--- config.mk ---
export PLATFORM = sky130hd
export DESIGN_NAME = boot_loader
export DESIGN_NICKNAME = d
export VERILOG_FILES = /design/src/rtl/loader_pkg.sv /design/src/rtl/byte_word_assembler.sv /design/src/rtl/boot_loader.sv
export SDC_FILE = /design/constraint.sdc
export NUM_CORES = 1
export LEC_CHECK = 0
export CAP_MARGIN = 20
export CORE_ASPECT_RATIO = 1.1
export CORE_MARGIN = 5
export CORE_UTILIZATION = 55
export CTS_CLUSTER_DIAMETER = 150
export DETAILED_ROUTE_END_ITERATION = 8
export GPL_ROUTABILITY_DRIVEN = 0
export GPL_TIMING_DRIVEN = 0
export PLACE_DENSITY = 0.78
export SYNTH_ARGS = -nofsm -noshare
export SYNTH_HDL_FRONTEND = slang
export SYNTH_SLANG_ARGS = --single-unit
--- constraint.sdc ---
create_clock -name clk -period 8.85 [get_ports clk]
set_clock_uncertainty 0.1 [all_clocks]
set_input_delay 2.2125 -clock clk [delete_from_list [all_inputs] [get_ports clk]]
set_output_delay 2.2125 -clock clk [all_outputs]
set_load 0.01 [all_outputs]
--- src/rtl/loader_pkg.sv ---
// ============================================================================
// Module      : loader_pkg
// Description : Shared types and constants for the boot loader: FSM state
//               encoding, header word indices and parameter defaults.
// Revision    : 1.0 - initial release
// ============================================================================
`default_nettype none

package loader_pkg;

   // Loader FSM states, explicit 3-bit encoding
   typedef enum logic [2:0] {
      ST_IDLE  = 3'd0,
      ST_HDR   = 3'd1,
      ST_IMEM  = 3'd2,
      ST_DCOL  = 3'd3,
      ST_DWAIT = 3'd4,
      ST_CSUM  = 3'd5,
      ST_DONE  = 3'd6
   } state_t;

   // Position of each header word within the 3-word header
   localparam logic [1:0] HDR_PC = 2'd0;
   localparam logic [1:0] HDR_N  = 2'd1;
   localparam logic [1:0] HDR_M  = 2'd2;

   // Bytes per assembled word (little-endian)
   localparam int BYTES_PER_WORD = 4;

   // Parameter defaults for the top level
   localparam logic [31:0] DATA_BASE_DEFAULT  = 32'h0000_0000;
   localparam int          IMEM_DEPTH_DEFAULT = 32768;

endpackage : loader_pkg

`default_nettype wire

--- src/rtl/byte_word_assembler.sv ---
// ============================================================================
// Module      : byte_word_assembler
// Description : Packs a little-endian byte stream into 32-bit words and keeps
//               a running XOR checksum of every byte it accepts.
// Revision    : 1.0 - initial release
// ============================================================================
`default_nettype none

module byte_word_assembler
   import loader_pkg::*;
(
   input  logic        clk,
   input  logic        rstn,
   input  logic        clr,        // synchronous clear of index, partial word and checksum
   input  logic        byte_en,    // a byte is consumed this cycle
   input  logic [7:0]  byte_data,
   output logic [31:0] word,       // valid while word_done is high
   output logic        word_done,  // high on the cycle the last byte of a word is consumed
   output logic [7:0]  csum        // XOR of every byte accepted since the last clear
);

   localparam logic [1:0] c_last_idx = 2'(BYTES_PER_WORD - 1);

   logic [1:0]  r_idx;
   logic [23:0] r_shift;
   logic [7:0]  r_csum;

   // The first three bytes shift in from the top so that after three bytes
   // r_shift holds {b2,b1,b0}; the fourth byte is concatenated on top
   // combinationally, making the word available in the same cycle.
   assign word      = {byte_data, r_shift};
   assign word_done = byte_en && (r_idx == c_last_idx);
   assign csum      = r_csum;

   // Byte index, partial-word shift register and running checksum
   always_ff @(posedge clk or negedge rstn) begin
      if (!rstn) begin
         r_idx   <= 2'd0;
         r_shift <= 24'd0;
         r_csum  <= 8'd0;
      end else if (clr) begin
         r_idx   <= 2'd0;
         r_shift <= 24'd0;
         r_csum  <= 8'd0;
      end else if (byte_en) begin
         r_idx   <= r_idx + 2'd1;
         r_shift <= {byte_data, r_shift[23:8]};
         r_csum  <= r_csum ^ byte_data;
      end
   end

endmodule : byte_word_assembler

`default_nettype wire

--- src/rtl/boot_loader.sv ---
// ============================================================================
// Module      : boot_loader
// Description : Loads a program image from the UART byte stream: parses the
//               3-word header, writes instruction words to instruction memory,
//               data words to data memory through a req/done handshake, checks
//               the trailing XOR checksum and reports completion.
// Revision    : 1.0 - initial release
// ============================================================================
`default_nettype none

module boot_loader
   import loader_pkg::*;
#(
   parameter int          IMEM_DEPTH = IMEM_DEPTH_DEFAULT,
   parameter logic [31:0] DATA_BASE  = DATA_BASE_DEFAULT,
   parameter int          ADDR_W     = 32
)
(
   input  logic              clk,
   input  logic              rstn,
   input  logic              start,
   input  logic              rx_valid,
   input  logic [7:0]        rx_data,
   output logic              rx_ready,
   output logic              imem_we,
   output logic [ADDR_W-1:0] imem_addr,
   output logic [31:0]       imem_wdata,
   output logic              dmem_req,
   output logic [ADDR_W-1:0] dmem_addr,
   output logic [31:0]       dmem_wdata,
   input  logic              dmem_done,
   output logic [31:0]       entry_pc,
   output logic              program_fin,
   output logic              load_err
);

   localparam logic [31:0] c_imem_depth = 32'(IMEM_DEPTH);

   state_t      r_state;
   logic [1:0]  r_hdr_idx;   // which header word is being assembled
   logic [31:0] r_n;         // instruction word count from the header
   logic [31:0] r_m;         // data word count from the header
   logic [31:0] r_i;         // instruction words consumed so far
   logic [31:0] r_k;         // data words written so far

   logic        w_take;      // a byte is consumed this cycle
   logic        w_asm_en;    // consumed byte belongs to a word (not the checksum byte)
   logic        w_asm_clr;
   logic [31:0] w_word;
   logic        w_word_done;
   logic [7:0]  w_csum;
   logic [31:0] w_i_byte;    // byte offset of the current instruction word
   logic [31:0] w_k_byte;    // byte offset of the current data word

   assign w_take    = rx_valid && rx_ready;
   assign w_asm_en  = w_take && ((r_state == ST_HDR) ||
                                 (r_state == ST_IMEM) ||
                                 (r_state == ST_DCOL));
   // Held clear while idle so every load starts with an empty word and a
   // zero checksum, regardless of what a previous (possibly aborted) load left.
   assign w_asm_clr = (r_state == ST_IDLE);
   assign w_i_byte  = {r_i[29:0], 2'b00};
   assign w_k_byte  = {r_k[29:0], 2'b00};

   byte_word_assembler u_asm (
      .clk       (clk),
      .rstn      (rstn),
      .clr       (w_asm_clr),
      .byte_en   (w_asm_en),
      .byte_data (rx_data),
      .word      (w_word),
      .word_done (w_word_done),
      .csum      (w_csum)
   );

   // Loader FSM; every output is a register updated alongside the state
   always_ff @(posedge clk or negedge rstn) begin
      if (!rstn) begin
         r_state     <= ST_IDLE;
         r_hdr_idx   <= 2'd0;
         r_n         <= 32'd0;
         r_m         <= 32'd0;
         r_i         <= 32'd0;
         r_k         <= 32'd0;
         rx_ready    <= 1'b0;
         imem_we     <= 1'b0;
         imem_addr   <= '0;
         imem_wdata  <= 32'd0;
         dmem_req    <= 1'b0;
         dmem_addr   <= '0;
         dmem_wdata  <= 32'd0;
         entry_pc    <= 32'd0;
         program_fin <= 1'b0;
         load_err    <= 1'b0;
      end else begin
         // Instruction write strobe is a single-cycle pulse
         imem_we <= 1'b0;

         case (r_state)
            ST_IDLE: begin
               if (start) begin
                  r_state   <= ST_HDR;
                  rx_ready  <= 1'b1;
                  r_hdr_idx <= 2'd0;
                  r_n       <= 32'd0;
                  r_m       <= 32'd0;
                  r_i       <= 32'd0;
                  r_k       <= 32'd0;
                  entry_pc  <= 32'd0;
                  load_err  <= 1'b0;
               end
            end

            ST_HDR: begin
               if (w_word_done) begin
                  r_hdr_idx <= r_hdr_idx + 2'd1;
                  case (r_hdr_idx)
                     HDR_PC: entry_pc <= w_word;
                     HDR_N:  r_n      <= w_word;
                     default: begin
                        // Last header word: the data count is still on the
                        // assembler output, so branch on it directly.
                        r_m <= w_word;
                        if (r_n != 32'd0) begin
                           r_state <= ST_IMEM;
                        end else if (w_word != 32'd0) begin
                           r_state <= ST_DCOL;
                        end else begin
                           r_state <= ST_CSUM;
                        end
                     end
                  endcase
               end
            end

            ST_IMEM: begin
               if (w_word_done) begin
                  // Words beyond the memory are still consumed so the stream
                  // stays aligned for the data section and checksum.
                  if (r_i < c_imem_depth) begin
                     imem_we    <= 1'b1;
                     imem_addr  <= ADDR_W'(w_i_byte);
                     imem_wdata <= w_word;
                  end else begin
                     load_err <= 1'b1;
                  end
                  r_i <= r_i + 32'd1;
                  if (r_i == (r_n - 32'd1)) begin
                     r_state <= (r_m != 32'd0) ? ST_DCOL : ST_CSUM;
                  end
               end
            end

            ST_DCOL: begin
               if (w_word_done) begin
                  dmem_wdata <= w_word;
                  dmem_addr  <= ADDR_W'(DATA_BASE) + ADDR_W'(w_k_byte);
                  dmem_req   <= 1'b1;
                  rx_ready   <= 1'b0;
                  r_state    <= ST_DWAIT;
               end
            end

            ST_DWAIT: begin
               // Source is back-pressured here; address and data stay frozen
               if (dmem_done) begin
                  dmem_req <= 1'b0;
                  rx_ready <= 1'b1;
                  r_k      <= r_k + 32'd1;
                  r_state  <= ((r_k + 32'd1) == r_m) ? ST_CSUM : ST_DCOL;
               end
            end

            ST_CSUM: begin
               if (w_take) begin
                  if (rx_data != w_csum) begin
                     load_err <= 1'b1;
                  end
                  rx_ready    <= 1'b0;
                  program_fin <= 1'b1;
                  r_state     <= ST_DONE;
               end
            end

            ST_DONE: begin
               // Terminal until reset; start is deliberately not decoded here
               rx_ready    <= 1'b0;
               program_fin <= 1'b1;
            end

            default: begin
               r_state  <= ST_IDLE;
               rx_ready <= 1'b0;
               dmem_req <= 1'b0;
            end
         endcase
      end
   end

endmodule : boot_loader

`default_nettype wire

Yosys cells after proc, flatten, opt, wreduce, memory -nomap -nowiden:

Index checks and enable logic that the tools add are counted.

* bits in registers: 328
* input bits: 13
* word-level logic and storage cells: 139
* output and inout port bits: 165

* multiplexer cells: 55
* bitwise operators: 4
* $add $sub $neg: 5
* order comparisons: 1
* equal/unequal tests: 23
* reductions and logical operators: 32

Operators by type and width (number)
* one-hot mux 32 bit (2 select lines): 5
* two-way mux 32 bit: 9
* nonzero test 32 bit: 3
* adder 32 x 1 -> 32 bit (second input constant): 2
* == test 32 bit: 2
* two-way mux 24 bit: 2
* two-way mux 3 bit: 12
* < comparator 32 x 16 -> 1 bit (second input constant): 1
* subtractor 32 x 1 -> 32 bit (second input constant): 1
* one-hot mux 3 bit (7 select lines): 1
* two-way mux 8 bit: 2
* two-way mux 1 bit: 15
* AND reduction 3 bit: 5
* != test 2 x 1 -> 1 bit (second input constant): 6
* != test 2 bit (second input constant): 6
* AND reduction 4 bit: 3
* nonzero test 2 bit: 5
* == test 3 bit (second input constant): 3
* AND reduction 9 bit: 1
* two-way mux 2 bit: 4
* != test 8 bit: 1
* bitwise XOR 8 bit: 1
* == test 3 x 2 -> 1 bit (second input constant): 2
* one-hot mux 1 bit (3 select lines): 2
* 18 further kinds: 26

Logic depth before layout (Yosys ltp):

Gate-level depths: netlist (run 1).

* word-level depth: 7
* gate-level depth with buffers: 13

Modules after synthesis:

A second synthesis (run 1) with hierarchy kept.

* cell total of the unflattened synthesis: 1548
* area total of the unflattened synthesis: 15787.6 µm²

Modules (own cells, without submodules)
* boot_loader: area each 14231.1 µm², seq. area each 7357.1 µm², cells an instance 1419, instances 1
* byte_word_assembler: area each 1556.5 µm², seq. area each 850.8 µm², cells an instance 129, instances 1

Least setup slack after synthesis (run 1):

No wires, ideal clock.

* kind: input port to flip-flop
* from: input port start
* to: register r_i[26]
* slack: 4.334 ns
* stages on the path: 11
* data arrival time: 4.338 ns
* cells stage by stage: nor4b_1 -> buf_2 -> a21oi_2 -> or3_1 -> clkbuf_1 -> nor2_1 -> nand3b_1 -> or2_1 -> clkbuf_1 -> or3_1 -> a21oi_1

* cells in the longest elaborated chain, start to end: 2

RTL lines
* from (decl): RTL line boot_loader.sv:21 `input logic start,`
* != test 2 bit (no line)
* AND reduction 3 bit (no line)
* to (signal assigned): RTL line boot_loader.sv:147 `r_i <= r_i + 32'd1;`
* to (decl): RTL line boot_loader.sv:43 `logic [31:0] r_i;`

No other way between the ends.
A chain may end at the register's enable or synchronous reset.

Worst setup path after layout (run 1):

* from: input port rx_valid
* to: register dmem_wdata[29]

* cells in the longest elaborated chain, start to end: 4

RTL lines
* from (decl): RTL line boot_loader.sv:22 `input logic rx_valid,`
* logical AND 1 bit: RTL line boot_loader.sv:55 `assign w_take = rx_valid && rx_ready;`
* logical AND 1 bit: RTL line boot_loader.sv:56 `assign w_asm_en = w_take && ((r_state == ST_HDR) ||`
* logical AND 1 bit: RTL line byte_word_assembler.sv:32 `assign word_done = byte_en && (r_idx == c_last_idx);`
* AND reduction 2 bit (no line)
* to (signal assigned): RTL line boot_loader.sv:156 `dmem_wdata <= w_word;`
* to (decl): RTL line boot_loader.sv:30 `output logic [31:0] dmem_wdata,`

No other way between the ends.

==> flow_metrics.py, run 1 <==
metrics = {
    "pwr": {
        "ir_drop_v": 0.000261,
        "switching_share_pct": 38.3,
        "power_mw": 5.89,
        "seqPwrFrac_pct": 37.6,
        "p_per_area_nw_per_um2": 308,
        "leakagePower_nw": 8.54,
        "p_int_mw": 3.63,
        "p_sw_mw": 2.26,
        "combPwrFrac_pct": 36.5,
        "clockPowerShare_pct": 25.9,
    },
    "clocking": {
        "clk_latency_ns": 0.53,
        "clockRootBuffer": "clkbuf_16",
        "cts.path.max_buffers": 3,
        "cts_tree": "yes",
        "h-tree-depth": 2,
        "cts_sinks": 328,
        "postCtsHoldBufs": 0,
        "cts-resized-gates": 0,
        "clk_pin_slew_worst_paths_ns": 0.06,
        "post_cts_buffers": 0,
        "cts_buffers": 34,
    },
    "worst_hold_path": {
        "hold_path.class": "flop to flop",
        "hold_end": "program_fin",
        "min_path_cells": 1,
        "min-delay-start": "program_fin",
    },
    "worst_setup_path": {
        "crit_top_cell": "clkbuf_1",
        "required_ns": 9.16,
        "reg2regPathDepth": 10,
        "reg2reg_from": "r_k[0]",
        "critical_path_arrival_ns": 5.43,
        "cp-end-kind": "flop",
        "crit_slowest_cell": "clkbuf_1",
        "r2r_slack_ns": 4.50,
        "worstPathCellList": "clkdlybuf4s50_1 > and4b_1 > clkbuf_1 > and3_1 > clkbuf_1 > clkbuf_1 > mux2_2",
        "start_kind": "input port",
        "worst-path-max-fanout": 10,
        "path_class": "input port to flop",
        "max_stage_delay_ns": 0.75,
        "reg2reg_to": "r_state[1]",
    },
    "route": {
        "wl_per_cell_um": 20.2,
        "drtIter0Drc": 1432,
        "post_drt_via_cell_ratio": 6.06,
        "drc": 0,
        "ant_nets": 0,
        "vias": 13049,
        "drt-total-wl_um": 43400,
        "dr.pass1.iters": 5,
    },
    "grt": {
        "antenna_found_initial": 1,
        "grt_first_pass_wirelength_um": 70000,
        "overflow": 0,
        "grt_pass1_vias": 12783,
        "grt_usage_pct": 27.1,
        "grt_max_degree": 124,
    },
    "final_layout": {
        "most-common-layout-cells": "328 x dfrtp_1, 245 x nand2_1, 172 x o21ai_0, 172 x clkdlybuf4s50_1, 110 x mux2_2",
        "area_growth_pct": 22.1,
        "mostFrequentLayoutCell": "dfrtp_1",
        "instances_no_fill": 2152,
        "fillers": 2106,
        "final_area_sq_um": 19100,
        "drive_gt1_share_pct": 11.6,
        "num-nets-final": 1788,
        "post-route-util_pct": 68.4,
        "insertedDiodeCount": 0,
    },
    "sta": {
        "hold_viol": 0,
        "rsz0062_at_grt": "false",
        "fmax_mhz": 195,
        "setup_viol": 0,
        "layout_min_cycle_time_ns": 5.12,
        "fin_ws_ns": 3.73,
        "fin_tns_setup_ns": 0,
        "worstMarginPinSlew_ns": 1.05,
        "period_share_pct": 57.9,
        "relSlewSlack_pct": 29.3,
        "drv_slew": 0,
        "finalHoldWorstSlack_ns": 0.369,
    },
    "outcome": {
        "status": "finished clean",
    },
    "floorplanning": {
        "die_area_sq_um": 31900,
        "die_x_um": 171,
        "row_count": 64,
        "ios": 178,
        "start_util_pct": 56.0,
        "design.core.area_sq_um": 27900,
        "die_h_um": 187,
    },
    "placed_design": {
        "placed_area_sq_um": 17900,
        "pre_cts_ws_ns": 3.26,
        "port_buffers": 173,
        "dp.cells": 2093,
        "dp_hpwl_um": 31300,
    },
    "logic_synthesis": {
        "synth.distinct_cells": 70,
        "synth_area_sq_um": 15700,
        "synth-main-ff-cell": "dfrtp_1",
        "ys_async_sr_fraction_pct": 100,
        "synth-seq-cells": 328,
        "synth_cells": 1551,
        "synth-seq-area-share_pct": 52.4,
        "ys_warn_count": 0,
        "synth-edff-count": 0,
        "syn_area_per_cell_sq_um": 10.1,
    },
    "run": {
        "cap_violations": 0,
    },
}
cells in the mapped netlist, drive strengths merged, types with 22 or more instances:
library cell  number  area, sq um
nor4              42          290
o21ai            173          866
nor2b             22          138
nor3              28          151
xnor2             63          552
a21oi             37          189
nand4             35          246
xor2              53          464
clkbuf            65          246
nand2            245          920
dfrtp            328         8210
nand3             52          260
mux2             110         1240
nor2              83          312
buf               27          149
state kept, by name, summed over array words and instances, names as in the netlist, 2 cells and up:
| name | cells |
|---|---|
| entry_pc | 32 |
| dmem_addr | 30 |
| r_m | 32 |
| r_k | 32 |
| imem_addr | 30 |
| dmem_wdata | 32 |
| r_state | 3 |
| imem_wdata | 32 |
| u_asm.csum | 8 |
| r_i | 32 |
| r_n | 32 |
| r_hdr_idx | 2 |
| u_asm.r_idx | 2 |
| u_asm.r_shift | 24 |
power groups by stage:
stage               Combinational, mW  Clock (mW)  Sequential (mW)
finish                           2.15        1.52             2.22
floorplan                        1.34           0             2.14
global route                     2.36        1.61             2.24
detailed placement               2.10           0             2.22
CTS                              2.12        1.54             2.20
global placement                 2.03           0             2.21
worst max path at each step:
stage | from | endpoint | depth (start not counted)
4_1_cts | rx_valid | dmem_wdata[29] | 7
5_1_grt | start | r_i[28] | 13
2_1_floorplan | start | r_i[26] | 11
6_report | rx_valid | dmem_wdata[29] | 7
3_5_place_dp | rx_valid | dmem_wdata[30] | 7
3_3_place_gp | rstn | imem_addr[19] | 1
critical path: cells and delay by family:
family	cells	cell delay, ns
simple gates	2	0.55
mux	1	0.41
buf+inv	4	2.25
cells by family (layout without fill, tap and decap cells):
logic type,Yosys count,after routing,share of synthesized area (%)
flip-flops,328,328,52.4
buffers and inverters,109,344,2.93
other,1,4,0.0240
AND/OR/NAND/NOR,594,594,18.9
AO/OA/AOI/OAI,279,279,10.3
multiplexers,117,117,8.36
adder cells (fa/ha/maj),7,7,0.559
XOR/XNOR,116,116,6.49
cell type report:
| type | instances | area, sq um | area share, % |
|---|---|---|---|
| plain buffers | 92 | 395 | 2.07 |
| clock buffers | 47 | 960 | 5.02 |
| clock inverters | 10 | 219 | 1.15 |
| inverters | 17 | 63.8 | 0.334 |
| multi-input cells | 1117 | 7010 | 36.7 |
| flip-flops and latches | 328 | 8210 | 42.9 |
| well taps | 363 | 454 | 2.38 |
| repair buffers | 178 | 1810 | 9.48 |
metal layers:
metal | track usage, % | up-vias | wire length (um)
met5 | 0 | - | 11
li1 | - | 5894 | -
met1 | 36.6 | 6420 | 17500
met2 | 43.5 | 603 | 20500
met3 | 5.64 | 130 | 3790
met4 | 9.39 | 2 | 1630
Note: power is estimated with default switching activity, not from simulation.
==> inputs of run 2 (changes only) <==
CORE_UTILIZATION = 51   (was 55)
PLACE_DENSITY = 0.76   (was 0.78)
clock period = 4.7 ns   (was 8.85 ns; I/O delays follow)
==> run 2 against run 1 <==
Clock power increased by 76%. Via count shrank 0.72%. Die area grew 7.4%. Setup slack worse by 3.3 ns. Combinational power is 88% higher. Count of clock-buffer cells in the layout shrank 1. Cell area shrank 0.24%. Core utilization down 5.7 points. Critical endpoint is now r_state[1].
==> flow_metrics.py, run 2 (synthesized netlist as in run 1, its figures left out) <==
metrics = {
    "outcome": {
        "status": "finished clean",
    },
    "clocking": {
        "h-tree-depth": 2,
        "cts_buffers": 34,
        "clockRootBuffer": "clkbuf_16",
        "cts_sinks": 328,
        "clk_latency_ns": 0.52,
        "clk_pin_slew_worst_paths_ns": 0.06,
        "postCtsHoldBufs": 0,
        "cts_tree": "yes",
        "cts.path.max_buffers": 3,
        "cts-resized-gates": 0,
        "post_cts_buffers": 0,
    },
    "sta": {
        "setup_viol": 0,
        "fin_tns_setup_ns": 0,
        "worstMarginPinSlew_ns": 1.22,
        "fmax_mhz": 232,
        "layout_min_cycle_time_ns": 4.31,
        "drv_slew": 0,
        "fin_ws_ns": 0.391,
        "rsz0062_at_grt": "false",
        "hold_viol": 0,
        "period_share_pct": 91.7,
        "relSlewSlack_pct": 18.1,
    },
    "placed_design": {
        "dp_hpwl_um": 31600,
        "dp.cells": 2144,
        "port_buffers": 173,
        "pre_cts_ws_ns": 0.0496,
    },
    "grt": {
        "grt_pass1_vias": 12945,
        "grt_usage_pct": 25.0,
        "overflow": 0,
        "antenna_found_initial": 0,
        "grt_first_pass_wirelength_um": 70200,
        "grt_max_degree": 122,
    },
    "worst_setup_path": {
        "critical_path_arrival_ns": 4.61,
        "path_class": "flop to flop",
        "cp-end-kind": "flop",
        "worst-path-max-fanout": 9,
        "start_kind": "flop",
        "required_ns": 5.00,
    },
    "final_layout": {
        "instances_no_fill": 2198,
        "insertedDiodeCount": 0,
        "post-route-util_pct": 62.7,
        "area_growth_pct": 21.9,
        "most-common-layout-cells": "328 x dfrtp_1, 245 x nand2_1, 172 x o21ai_0, 172 x clkdlybuf4s50_1, 110 x mux2_2",
        "mostFrequentLayoutCell": "dfrtp_1",
        "drive_gt1_share_pct": 11.3,
        "num-nets-final": 1787,
    },
    "floorplanning": {
        "ios": 178,
        "row_count": 67,
        "design.core.area_sq_um": 30400,
        "die_x_um": 177,
        "die_area_sq_um": 34300,
        "die_h_um": 194,
        "start_util_pct": 51.4,
    },
    "route": {
        "drtIter0Drc": 1311,
        "drc": 0,
        "vias": 12955,
        "ant_nets": 0,
        "wl_per_cell_um": 19.7,
        "dr.pass1.iters": 6,
        "post_drt_via_cell_ratio": 5.89,
        "drt-total-wl_um": 43300,
    },
    "pwr": {
        "p_per_area_nw_per_um2": 571,
        "ir_drop_v": 0.000380,
        "leakagePower_nw": 8.49,
    },
    "run": {
        "cap_violations": 0,
    },
    "worst_hold_path": {
        "hold_path.class": "flop to flop",
    },
}
## run 2: changes by cell type in the layout (fill, tap and decap cells not counted), sizes merged
cell | previous run | this run
clkinvlp | 1 | 0
bufinv | 5 | 3
clkbuf | 114 | 112
## run 2: cell type report
cell class              instances  area (sq um)
clock buffers                  46           947
fillers                      2474         11400
repair buffers                177          1800
flip-flops and latches        328          8210
plain buffers                  92           395
multi-input cells            1117          7010
clock inverters                 7           129
well taps                     414           518
inverters                      17          63.8
## run 2: power breakdown
| part | total [mW] | internal [mW] | switching, mW |
|---|---|---|---|
| Sequential | 4.17 | 3.43 | 0.741 |
| Clock | 2.67 | 1.58 | 1.09 |
| Combinational | 4.05 | 1.69 | 2.36 |
## run 2: critical path, cell delays in order (launching register included)
cell     delay [ns]
dfrtp_1        0.52
ha_1           0.33
nand3_1        0.28
nor2_1         0.57
nand3_1        0.18
nor3_1         0.21
a21oi_1        0.08
or4_1          0.54
nor4_1         0.89
o21ai_0        0.18
a32o_1         0.31
## run 2: final timing paths
path                             start             end  slack [ns]  depth (start not counted)
setup / recovery                r_k[0]      r_state[1]        0.39                         10
min in group asynchronous         rstn   dmem_addr[12]        0.53                          1
hold / removal             program_fin     program_fin        0.37                          1
hold reg to reg            program_fin     program_fin        0.37                          1
max in group asynchronous         rstn  imem_wdata[27]        2.42                          3
setup reg to reg                r_k[0]      r_state[1]        0.39                         10
## run 2: per-stage QoR
step                      power, mW  area, sq um  hold slack, ns
final                          10.9        19100           0.371
after floorplan                6.54        15700           0.368
after CTS                      10.9        19100           0.371
after detailed placement       8.14        18000           0.347
after global routing           11.5        19100           0.379
after global placement         7.98        17900           0.346
## run 2: layer usage
layer	global-route usage [%]	wire length (um)
met5	0	0
met4	9.26	1570
met3	4.04	3320
met2	40.5	20800
met1	34.2	17600
